### src/rtl/control_unit_types_pkg.sv
// Control-path types: hazard-unit FSM encoding.
package control_unit_types_pkg;
    typedef enum logic [1:0] {
        RUN     = 2'd0,
        LDSTALL = 2'd1,
        DWAIT   = 2'd2,
        HALTED  = 2'd3
    } hzstate_t;
endpackage

### src/rtl/cpu_types_pkg.sv
// Shared datapath types for the pipelined CPU.
package cpu_types_pkg;
    localparam int REG_W  = 5;
    localparam int WORD_W = 32;

    typedef logic [REG_W-1:0]  regbits_t;
    typedef logic [WORD_W-1:0] word_t;

    localparam word_t WORD_MAX = '1;
endpackage

### src/rtl/hazard_unit.sv
// Pipeline hazard control: memory-wait freeze, load-use stall, branch/jump flush, halt.
//   state   | meaning
//   RUN     | normal issue, all hazards checked
//   LDSTALL | one bubble cycle after a load-use stall
//   DWAIT   | frozen waiting for data memory
//   HALTED  | halt reached WB, everything off until reset
module hazard_unit
    import cpu_types_pkg::*;
    import control_unit_types_pkg::*;
(
    input  logic     CLK,
    input  logic     nRST,
    input  logic     ihit,
    input  logic     dhit,
    input  logic     mem_dREN,
    input  logic     mem_dWEN,
    input  logic     ex_dREN,
    input  regbits_t ex_rt,
    input  regbits_t id_rs,
    input  regbits_t id_rt,
    input  logic     id_usesrt,
    input  logic     id_jump,
    input  logic     mem_brtaken,
    input  logic     wb_halt,
    output logic     pc_en,
    output logic     ifid_en,
    output logic     idex_en,
    output logic     exmem_en,
    output logic     memwb_en,
    output logic     ifid_flush,
    output logic     idex_flush,
    output logic     exmem_flush,
    output logic     halt,
    output word_t    stall_cnt
);
    hzstate_t state, next_state;
    word_t    cnt_q;
    logic     dwait, loaduse;

    assign dwait   = (mem_dREN | mem_dWEN) & ~dhit;
    assign loaduse = ex_dREN & (ex_rt != '0) &
                     ((ex_rt == id_rs) | (id_usesrt & (ex_rt == id_rt)));

    always_ff @(posedge CLK or negedge nRST) begin
        if (!nRST) begin
            state <= RUN;
        end else begin
            state <= next_state;
        end
    end

    always_comb begin
        pc_en       = 1'b1;
        ifid_en     = 1'b1;
        idex_en     = 1'b1;
        exmem_en    = 1'b1;
        memwb_en    = 1'b1;
        ifid_flush  = 1'b0;
        idex_flush  = 1'b0;
        exmem_flush = 1'b0;
        halt        = 1'b0;
        next_state  = state;

        case (state)
            HALTED: begin
                pc_en    = 1'b0;
                ifid_en  = 1'b0;
                idex_en  = 1'b0;
                exmem_en = 1'b0;
                memwb_en = 1'b0;
                halt     = 1'b1;
            end
            DWAIT: begin
                if (dwait) begin
                    pc_en    = 1'b0;
                    ifid_en  = 1'b0;
                    idex_en  = 1'b0;
                    exmem_en = 1'b0;
                    memwb_en = 1'b0;
                end else begin
                    next_state = RUN;
                end
            end
            default: begin
                // LDSTALL falls through the same decode but never re-triggers the stall
                next_state = RUN;
                if (dwait) begin
                    pc_en      = 1'b0;
                    ifid_en    = 1'b0;
                    idex_en    = 1'b0;
                    exmem_en   = 1'b0;
                    memwb_en   = 1'b0;
                    next_state = DWAIT;
                end else if (mem_brtaken) begin
                    ifid_flush  = 1'b1;
                    idex_flush  = 1'b1;
                    exmem_flush = 1'b1;
                end else if ((state == RUN) && loaduse) begin
                    pc_en      = 1'b0;
                    ifid_en    = 1'b0;
                    idex_flush = 1'b1;
                    next_state = LDSTALL;
                end else if (id_jump) begin
                    ifid_flush = 1'b1;
                end else if (!ihit) begin
                    pc_en      = 1'b0;
                    ifid_flush = 1'b1;
                end
            end
        endcase

        if (wb_halt) begin
            next_state = HALTED;
        end
    end

    always_ff @(posedge CLK or negedge nRST) begin
        if (!nRST) begin
            cnt_q <= '0;
        end else if ((state != HALTED) && !pc_en && (cnt_q != WORD_MAX)) begin
            cnt_q <= cnt_q + word_t'(1);
        end
    end

    assign stall_cnt = cnt_q;
endmodule

### config.mk
export PLATFORM = sky130hd
export DESIGN_NAME = hazard_unit
export DESIGN_NICKNAME = d
export VERILOG_FILES = /design/src/rtl/control_unit_types_pkg.sv /design/src/rtl/cpu_types_pkg.sv /design/src/rtl/hazard_unit.sv
export SDC_FILE = /design/constraint.sdc
export NUM_CORES = 1
export LEC_CHECK = 0
export BUFFER_PORTS_ARGS = -buffer_cell sky130_fd_sc_hd__buf_2
export CAP_MARGIN = 40
export CORE_MARGIN = 8
export CORE_UTILIZATION = 45
export CTS_CLUSTER_DIAMETER = 200
export DETAILED_ROUTE_END_ITERATION = 10
export PLACE_DENSITY = 0.85
export SYNTH_ARGS = -nofsm -noshare
export SYNTH_HDL_FRONTEND = slang
export SYNTH_SLANG_ARGS = --single-unit
### constraint.sdc
create_clock -name CLK -period 1.8 [get_ports CLK]
set_input_delay 0.27 -clock CLK [delete_from_list [all_inputs] [get_ports CLK]]
set_output_delay 0.27 -clock CLK [all_outputs]
set_load 0.01 [all_outputs]
; Word-level counts from Yosys, hierarchy flattened
; Index checks and enable logic that the tools add are counted.
[totals]
word_cells = 58
reg_bits = 34
out_inout_bits = 41
input_bits = 26
[classes]
n_addsub = 1
muxes = 32
bitwise_logic = 7
n_reduce_logical = 8
eq_ne = 8
[ops]
columns = operator, count
row1 = adder 32 x 1 -> 32 bit (second input constant), 1
row2 = != test 32 bit (second input constant), 1
row3 = 2-to-1 mux 1 bit, 26
row4 = == test 5 bit, 2
row5 = 2-to-1 mux 2 bit, 3
row6 = nonzero test 5 bit, 1
row7 = bitwise AND 1 bit, 4
row8 = == test 2 bit (second input constant), 2
row9 = != test 2 bit (second input constant), 2
row10 = one-hot mux 1 bit (2 select lines), 2
row11 = one-hot mux 2 bit (2 select lines), 1
row12 = logical AND 1 bit, 3
row13 = != test 3 bit (second input constant), 1
row14 = logical NOT 2 bit, 1
row15 = OR 1 bit, 2
row16 = AND reduction 2 bit, 1
row17 = OR reduction 2 bit, 1
row18 = logical NOT 1 bit, 1
row19 = NOT 1 bit, 1

; Logic depth before layout (Yosys ltp)
; Gate-level depths: netlist of the first run.
[depth]
depth_word = 12
depth_mapped = 7
depth_no_buf = 6

; Worst setup path after synthesis of the first run
; OpenSTA, ideal clock, no wires.
[synth_timing]
kind = reg-to-reg
from = register cnt_q[3] (netlist: stall_cnt[3])
to = register cnt_q[1] (netlist: stall_cnt[1])
path_buffers = 1
setup_ns = 0.125
stages_incl_launch_ff = 8
t_required_ns = 1.675
arrival_ns = 1.938
slack_ns = -0.263
period_less_slack_ns = 2.063
path_cell_list = dfrtp_1 > and4_1 > nand4_2 > or3_4 > o21ai_4 > buf_6 > nor2_2 > mux2_4
[synth_via]
elab_chain_len = 2
[synth_lines]
columns = element, line_no
row1 = start: declaration, hazard_unit.sv:37  ; word_t cnt_q;
row2 = start signal: assignment, hazard_unit.sv:121  ; cnt_q <= cnt_q + word_t'(1);
row3 = != test 32 bit, hazard_unit.sv:120  ; end else if ((state != HALTED) && !pc_en && (cnt_q != WORD_MAX)) begin
row4 = logical AND 1 bit, hazard_unit.sv:120
; Every way passes these cells.
; A chain may end at the register's enable or synchronous reset.

; Worst setup path in the final report of the first run
[layout_timing]
from = register cnt_q[6] (netlist: stall_cnt[6])
to = register cnt_q[1] (netlist: stall_cnt[1])
; Same word-level chain as after synthesis.

==> qor.csv, run 1 <==
stage;metric;value;unit
pwr;Power Total;1.87;mW
setup_path;startpoint types;flip-flop;
die;Core Area;4060;µm²
cts;clock latency on the worst-skew pair;290;ps
setup_path;r2r startpoint;stall_cnt[6];
layout;nets;350;
die;row count;23;
synth;top-count cell post-synth;xor2_1;
layout;layout cells sized above 1;59.6;%
synth;number of synthesis warnings;0;
cts;CTS Buf Count;5;
placement;placed inst area;2620;µm²
placement;PortBufs;66;
sta;post-route setup slack;-250;ps
global_routing;largest net degree at the start of global routing;22;
layout;post-layout util;83.1;%
synth;Synth Register Bits;34;
sta;max-slew violations;0;
route;routed via count;2105;
route;drt initial violations;120;
layout;Synth-to-Final Area Change;76.3;%
run_status;failing checks;negative setup slack;
global_routing;global-route wire length before repair;11200;µm
synth;ys flop type;dfrtp_1;
pwr;P_int;1.33;mW
layout;final instance area;3370;µm²
setup_path;Crit path depth;7;
layout;Storage cell area;855;µm²
sta;RSZ-0062 raised after global routing;yes;
layout;fillers;224;
setup_path;crit-path cells;and4_4 -> nand4_4 -> or3_4 -> o21ai_4 -> buf_6 -> nor2_4 -> mux2_4;
synth;ys async rst share;100;%
setup_path;worst-path fanout max;5;
setup_path;CP top delay family;simple AND/OR/NAND/NOR gates;
cts;H-tree depth;2;
synth;main area contributors after synthesis;dfrtp_1 (44%), xor2_1 (18%), nor3_1 (4.4%);
sta;crit path time final;2050;ps
setup_path;CP arrival;2230;ps
setup_path;reg2reg end;stall_cnt[1];
route;DR pass1 iterations;4;
setup_path;Setup crit start;stall_cnt[6];
synth;area leader, netlist;dfrtp_1;
setup_path;Reg2Reg Depth;7;
pwr;P_leak;1.32;nW
route;vias per inst;5.63;
route;DRT antenna net count;0;
synth;Mapped Nets;214;
die;die area;6590;µm²
sta;Setup Skew;4.93;ps
pwr;worst vdd rail ir drop;0.515;mV
run;Max Cap Viol;0;
cts;CTS root buf;clkbuf_8;
layout;Antenna diodes;0;
setup_path;Slowest cell on crit path;or3_4;
route;Routed WL;7610;µm
setup_path;internal reg-to-reg setup slack;-250;ps
setup_path;crit path capture type;flip-flop;
cts;Bufs on Longest Clock Path;2;
synth;Post-synth EDFFs;0;
pwr;Reg power frac;45.3;%
pwr;Comb pwr share;22.2;%
synth;top cells by count, synth;xor2_1 (39), dfrtp_1 (34), nor3_1 (17);
cts;Worst-path clk slew;70;ps
placement;gpl congestion;0.844;
route;Avg WL per Cell;20.3;µm
global_routing;GRT Overall Usage;21.9;%
hold_path;hold crit path type;in2reg;
pwr;clock share of power;32.5;%
run_status;outcome;finished, violations left;
setup_path;Worst Setup EP;stall_cnt[1];
setup_path;max incr delay on CP;430;ps
global_routing;grt total ovfl;0;
synth;number of distinct library cells after synthesis;39;
setup_path;Crit Path Class;reg2reg;
die;Die X-Extent;81.2;µm
die;die height;81.2;µm
global_routing;initial antenna violation count;0;
cts;Clock Sinks;34;
synth;average size of a mapped cell;10.2;µm²
sta;FMAX;488;MHz
global_routing;vias in the first global route;2273;
pwr;P per Cell Area;554;nW/µm²
synth;synthesized area;1910;µm²
synth;register area share after synthesis;44.5;%
sta;final period utilization;114;%
pwr;P_sw;0.532;mW
cts;CTS tree;yes;
sta;Slew HR;77.9;%
sta;worst slew pin tran;331;ps
sta;setup TNS;-7100;ps
synth;Yosys top cell area share;44.5;%
placement;Detail Placement HPWL;4100;µm
route;DRC viols;0;
setup_path;CP required;1980;ps
die;Initial Utilization;47.1;%
synth;Mapped Cells;187;
die;io pins;67;
pwr;Sw Ratio;28.5;%
setup_path;CP bufs+invs;1;
sta;final hold vios;0;
layout;Multi-input gate area;1370;µm²
sta;Setup Viol. Count Final;36;
==> layer usage <==
metal | wire [µm] | track usage [%] | vias up
met5 | 0 | 0 | -
met4 | 194 | 10.0 | 0
met3 | 678 | 7.40 | 21
met2 | 3920 | 40.3 | 111
met1 | 2820 | 21.8 | 1039
li1 | - | - | 934
==> worst min-delay path by stage <==
stage / start / slack (ps) / end / depth (start not counted)
floorplan: nRST / -30 / stall_cnt[0] / 0
global placement: nRST / 180 / stall_cnt[17] / 1
detailed placement: nRST / 180 / stall_cnt[17] / 1
CTS: wb_halt / 190 / state[1] / 3
global route: wb_halt / 210 / state[1] / 3
finish: wb_halt / 190 / state[1] / 3
==> metrics by stage <==
stage / std cells / hold WS, ps / setup WS (ps)
floorplan: 187 / -25.6 / -221
global placement: 341 / 176 / -266
detailed placement: 341 / 183 / -387
CTS: 365 / 195 / -180
global route: 374 / 212 / -320
finish: 374 / 193 / -250
==> worst min-delay path, stage by stage <==
cell and delay [ps]:
buf_2 90, nor2_1 40, nand2_1 50
==> state kept, by name, summed over array words and instances (netlist names) <==
| name | count |
|---|---|
| stall_cnt | 32 |
| state | 2 |
==> cell type report <==
class / count / share of cell area (%)
Multi-Input combinational cell: 140 / 40.6
Timing Repair Buffer: 137 / 29.0
Sequential cell: 34 / 25.3
Clock buffer: 7 / 2.56
Tap cell: 50 / 1.86
Inverter: 5 / 0.557
Clock inverter: 1 / 0.148
==> timing repair <==
action	4_1_cts	5_1_grt
hold buffers	1	0
buffers inserted	11	12
pin swaps	21	14
setup endpoints to repair	35	36
cloned	4	0
resized for setup	54	24
hold endpoints to repair	13	0
==> placed cells by master, fill, tap and decap left out, types with 2 or more instances in the layout <==
master / count
inv_1: 5
nand4_1: 4
nor4_2: 2
and2_1: 2
a21oi_2: 2
dfrtp_1: 31
nor3_2: 5
nand2_1: 11
nor2_1: 3
nor3_4: 8
nand3_1: 11
buf_8: 2
bufbuf_16: 2
nand3_2: 2
and3_1: 3
nor2_2: 3
o21a_1: 2
nor3_1: 4
clkbuf_8: 6
xor2_1: 39
xnor2_1: 2
buf_2: 63
dfrtp_2: 3
and4_4: 2
buf_6: 7
nand4_4: 2
nor4b_4: 2
buf_4: 61
nor4_4: 10
and4_1: 2
==> kinds of logic (layout without fill, tap and decap cells) <==
kind of cell | Yosys count | in the layout | synth area share (%)
xor+xnor | 41 | 41 | 18.8
buf+inv | 13 | 150 | 3.66
mux | 1 | 1 | 0.785
fa+ha+maj | 1 | 1 | 0.654
compound gates | 11 | 11 | 4.58
flops | 34 | 34 | 44.5
simple gates | 86 | 86 | 27.1
==> power by group through the flow <==
stage | Sequential, mW | Combinational (mW) | Clock (mW)
CTS | 0.840 | 0.347 | 0.594
floorplan | 0.882 | 0.0939 | 0
global route | 0.848 | 0.447 | 0.637
global placement | 0.850 | 0.299 | 0
detailed placement | 0.854 | 0.311 | 0
finish | 0.845 | 0.414 | 0.607
Note: power is estimated with default switching activity, not from simulation.
==> run 2: changes to the inputs <==
- SKIP_CTS_REPAIR_TIMING: not set -> 1
==> qor.csv, run 2 (synthesized netlist as in run 1, its figures left out) <==
stage;metric;value;unit;change
setup_path;CP top delay family;simple AND/OR/NAND/NOR gates;;
pwr;worst vdd rail ir drop;0.584;mV;+14%
sta;Slew HR;77.8;%;-0.15 points
cts;CTS root buf;clkbuf_8;;
layout;layout cells sized above 1;54.3;%;-5.2 points
setup_path;max incr delay on CP;420;ps;about the same
setup_path;internal reg-to-reg setup slack;-250;ps;about the same
route;DR pass1 iterations;4;;unchanged
setup_path;CP required;1960;ps;-20 ps
route;Avg WL per Cell;18.8;µm;-7.3%
sta;final hold vios;0;;unchanged
layout;post-layout util;79.0;%;-4.1 points
sta;RSZ-0062 raised after global routing;yes;;
global_routing;GRT Overall Usage;16.2;%;-5.7 points
route;drt initial violations;110;;-8.3%
setup_path;crit-path cells;and4_4 -> nand4_4 -> or3_4 -> o21ai_4 -> buf_6 -> clkbuf_16 -> nor4_4 -> xor2_1;;
die;Die X-Extent;81.2;µm;unchanged
cts;clock latency on the worst-skew pair;290;ps;about the same
sta;Setup Skew;2.97;ps;-1.95 ps
global_routing;initial antenna violation count;0;;unchanged
die;die area;6590;µm²;unchanged
die;die height;81.2;µm;unchanged
setup_path;Reg2Reg Depth;8;;+1
cts;Worst-path clk slew;70;ps;about the same
setup_path;r2r startpoint;stall_cnt[8];;
cts;CTS Buf Count;5;;unchanged
placement;Detail Placement HPWL;4100;µm;unchanged
layout;Synth-to-Final Area Change;67.5;%;
route;routed via count;1978;;-6.0%
hold_path;worst hold start;wb_halt;;
setup_path;worst-path fanout max;7;;+2
die;Core Area;4060;µm²;unchanged
pwr;P per Cell Area;554;nW/µm²;about the same
layout;most common cell after layout, fill and taps aside;buf_2;;
layout;Final Non-Filler Cells;361;;-3.5%
sta;crit path time final;2050;ps;+3.31 ps
placement;PortBufs;66;;unchanged
layout;nets;337;;-3.7%
setup_path;Slowest cell on crit path;or3_4;;
cts;H-tree depth;2;;unchanged
layout;fillers;243;;+8.5%
sta;Min Hold Slack;198;ps;+4.96 ps
cts;CTS tree;yes;;
sta;setup TNS;-6260;ps;+837 ps
cts;Clock Sinks;34;;unchanged
pwr;P_leak;1.28;nW;-3.1%
route;Routed WL;6800;µm;-11%
route;vias per inst;5.48;;-2.6%
placement;gpl congestion;0.844;;unchanged
route;DRT antenna net count;0;;unchanged
setup_path;Setup crit start;stall_cnt[8];;
sta;final period utilization;114;%;+0.18 points
hold_path;hold endpoint;state[1];;
die;Initial Utilization;47.1;%;unchanged
sta;post-route setup slack;-254;ps;-3.31 ps
hold_path;hold crit path type;in2reg;;
die;row count;23;;unchanged
setup_path;startpoint types;flip-flop;;
setup_path;Crit Path Class;reg2reg;;
setup_path;reg2reg end;stall_cnt[12];;
sta;Setup Viol. Count Final;36;;unchanged
sta;worst slew pin tran;331;ps;-0.729 ps
layout;max reg flops;32;;unchanged
cts;Bufs on Longest Clock Path;2;;unchanged
global_routing;grt total ovfl;0;;unchanged
run_status;failing checks;negative setup slack;;
run;Max Cap Viol;0;;unchanged
sta;FMAX;487;MHz;-0.16%
setup_path;CP arrival;2210;ps;-20 ps
die;io pins;67;;unchanged
placement;dpl cells;341;;unchanged
hold_path;hold depth;3;;unchanged
global_routing;global-route wire length before repair;8540;µm;-23%
setup_path;crit path capture type;flip-flop;;
global_routing;vias in the first global route;1889;;-17%
layout;Antenna diodes;0;;unchanged
run_status;outcome;finished, violations left;;
global_routing;largest net degree at the start of global routing;33;;+50%
setup_path;CP bufs+invs;2;;+1
route;DRC viols;0;;unchanged
placement;placed inst area;2620;µm²;unchanged
sta;max-slew violations;0;;unchanged
layout;commonest non-fill, non-tap cells in the layout;buf_2 (63), buf_4 (48), xor2_1 (39);;
layout;final instance area;3200;µm²;-5.0%
setup_path;Crit path depth;8;;+1
==> run 2: cell count changes in the layout (fill, tap and decap cells not counted), sizes merged <==
| cell | previous run | this run |
|---|---|---|
| bufbuf | 2 | 0 |
| buf | 134 | 119 |
| clkbuf | 7 | 11 |
==> run 2: how the worst max path moves through the flow <==
| stage | end | slack (ps) |
|---|---|---|
| after CTS | pc_en | -270 |
| after global placement | stall_cnt[1] | -270 |
| after detailed placement | stall_cnt[12] | -390 |
| after global routing | stall_cnt[14] | -310 |
| final | stall_cnt[12] | -250 |
| after floorplan | stall_cnt[1] | -220 |
==> run 2: area by class of cell <==
| cell class | count | area, µm² | share of cell area, % |
|---|---|---|---|
| multi-input cells | 140 | 1270 | 39.6 |
| repair buffers | 124 | 910 | 28.4 |
| flip-flops and latches | 34 | 855 | 26.7 |
| clock buffers | 7 | 86.3 | 2.69 |
| well taps | 50 | 62.6 | 1.95 |
| inverters | 5 | 18.8 | 0.586 |
| clock inverters | 1 | 5.00 | 0.156 |
==> run 2: where the power goes <==
group	switching, mW	internal, mW
Combinational	0.169	0.174
Sequential	0.0381	0.805
Clock	0.280	0.309
Total	0.487	1.29
==> run 2: tightest hold or removal path: stages <==
cell	delay, ps
buf_2	90
nor2_1	40
nand2_1	60
==> run 2: metal layers <==
| metal | GRT usage, % | vias up | share of wire [%] |
|---|---|---|---|
| met1 | 17.8 | 957 | 39 |
| met4 | 4.82 | 0 | 1.5 |
| met3 | 5.19 | 12 | 8.8 |
| met2 | 29.0 | 88 | 51 |
| li1 | - | 921 | - |
| met5 | 0 | - | 0 |
==> run 2: per-stage QoR <==
step | power [mW] | setup WS, ps
after detailed placement | 1.17 | -387
after CTS | 1.75 | -268
after floorplan | 0.976 | -221
final | 1.77 | -254
after global routing | 1.83 | -310
after global placement | 1.15 | -266
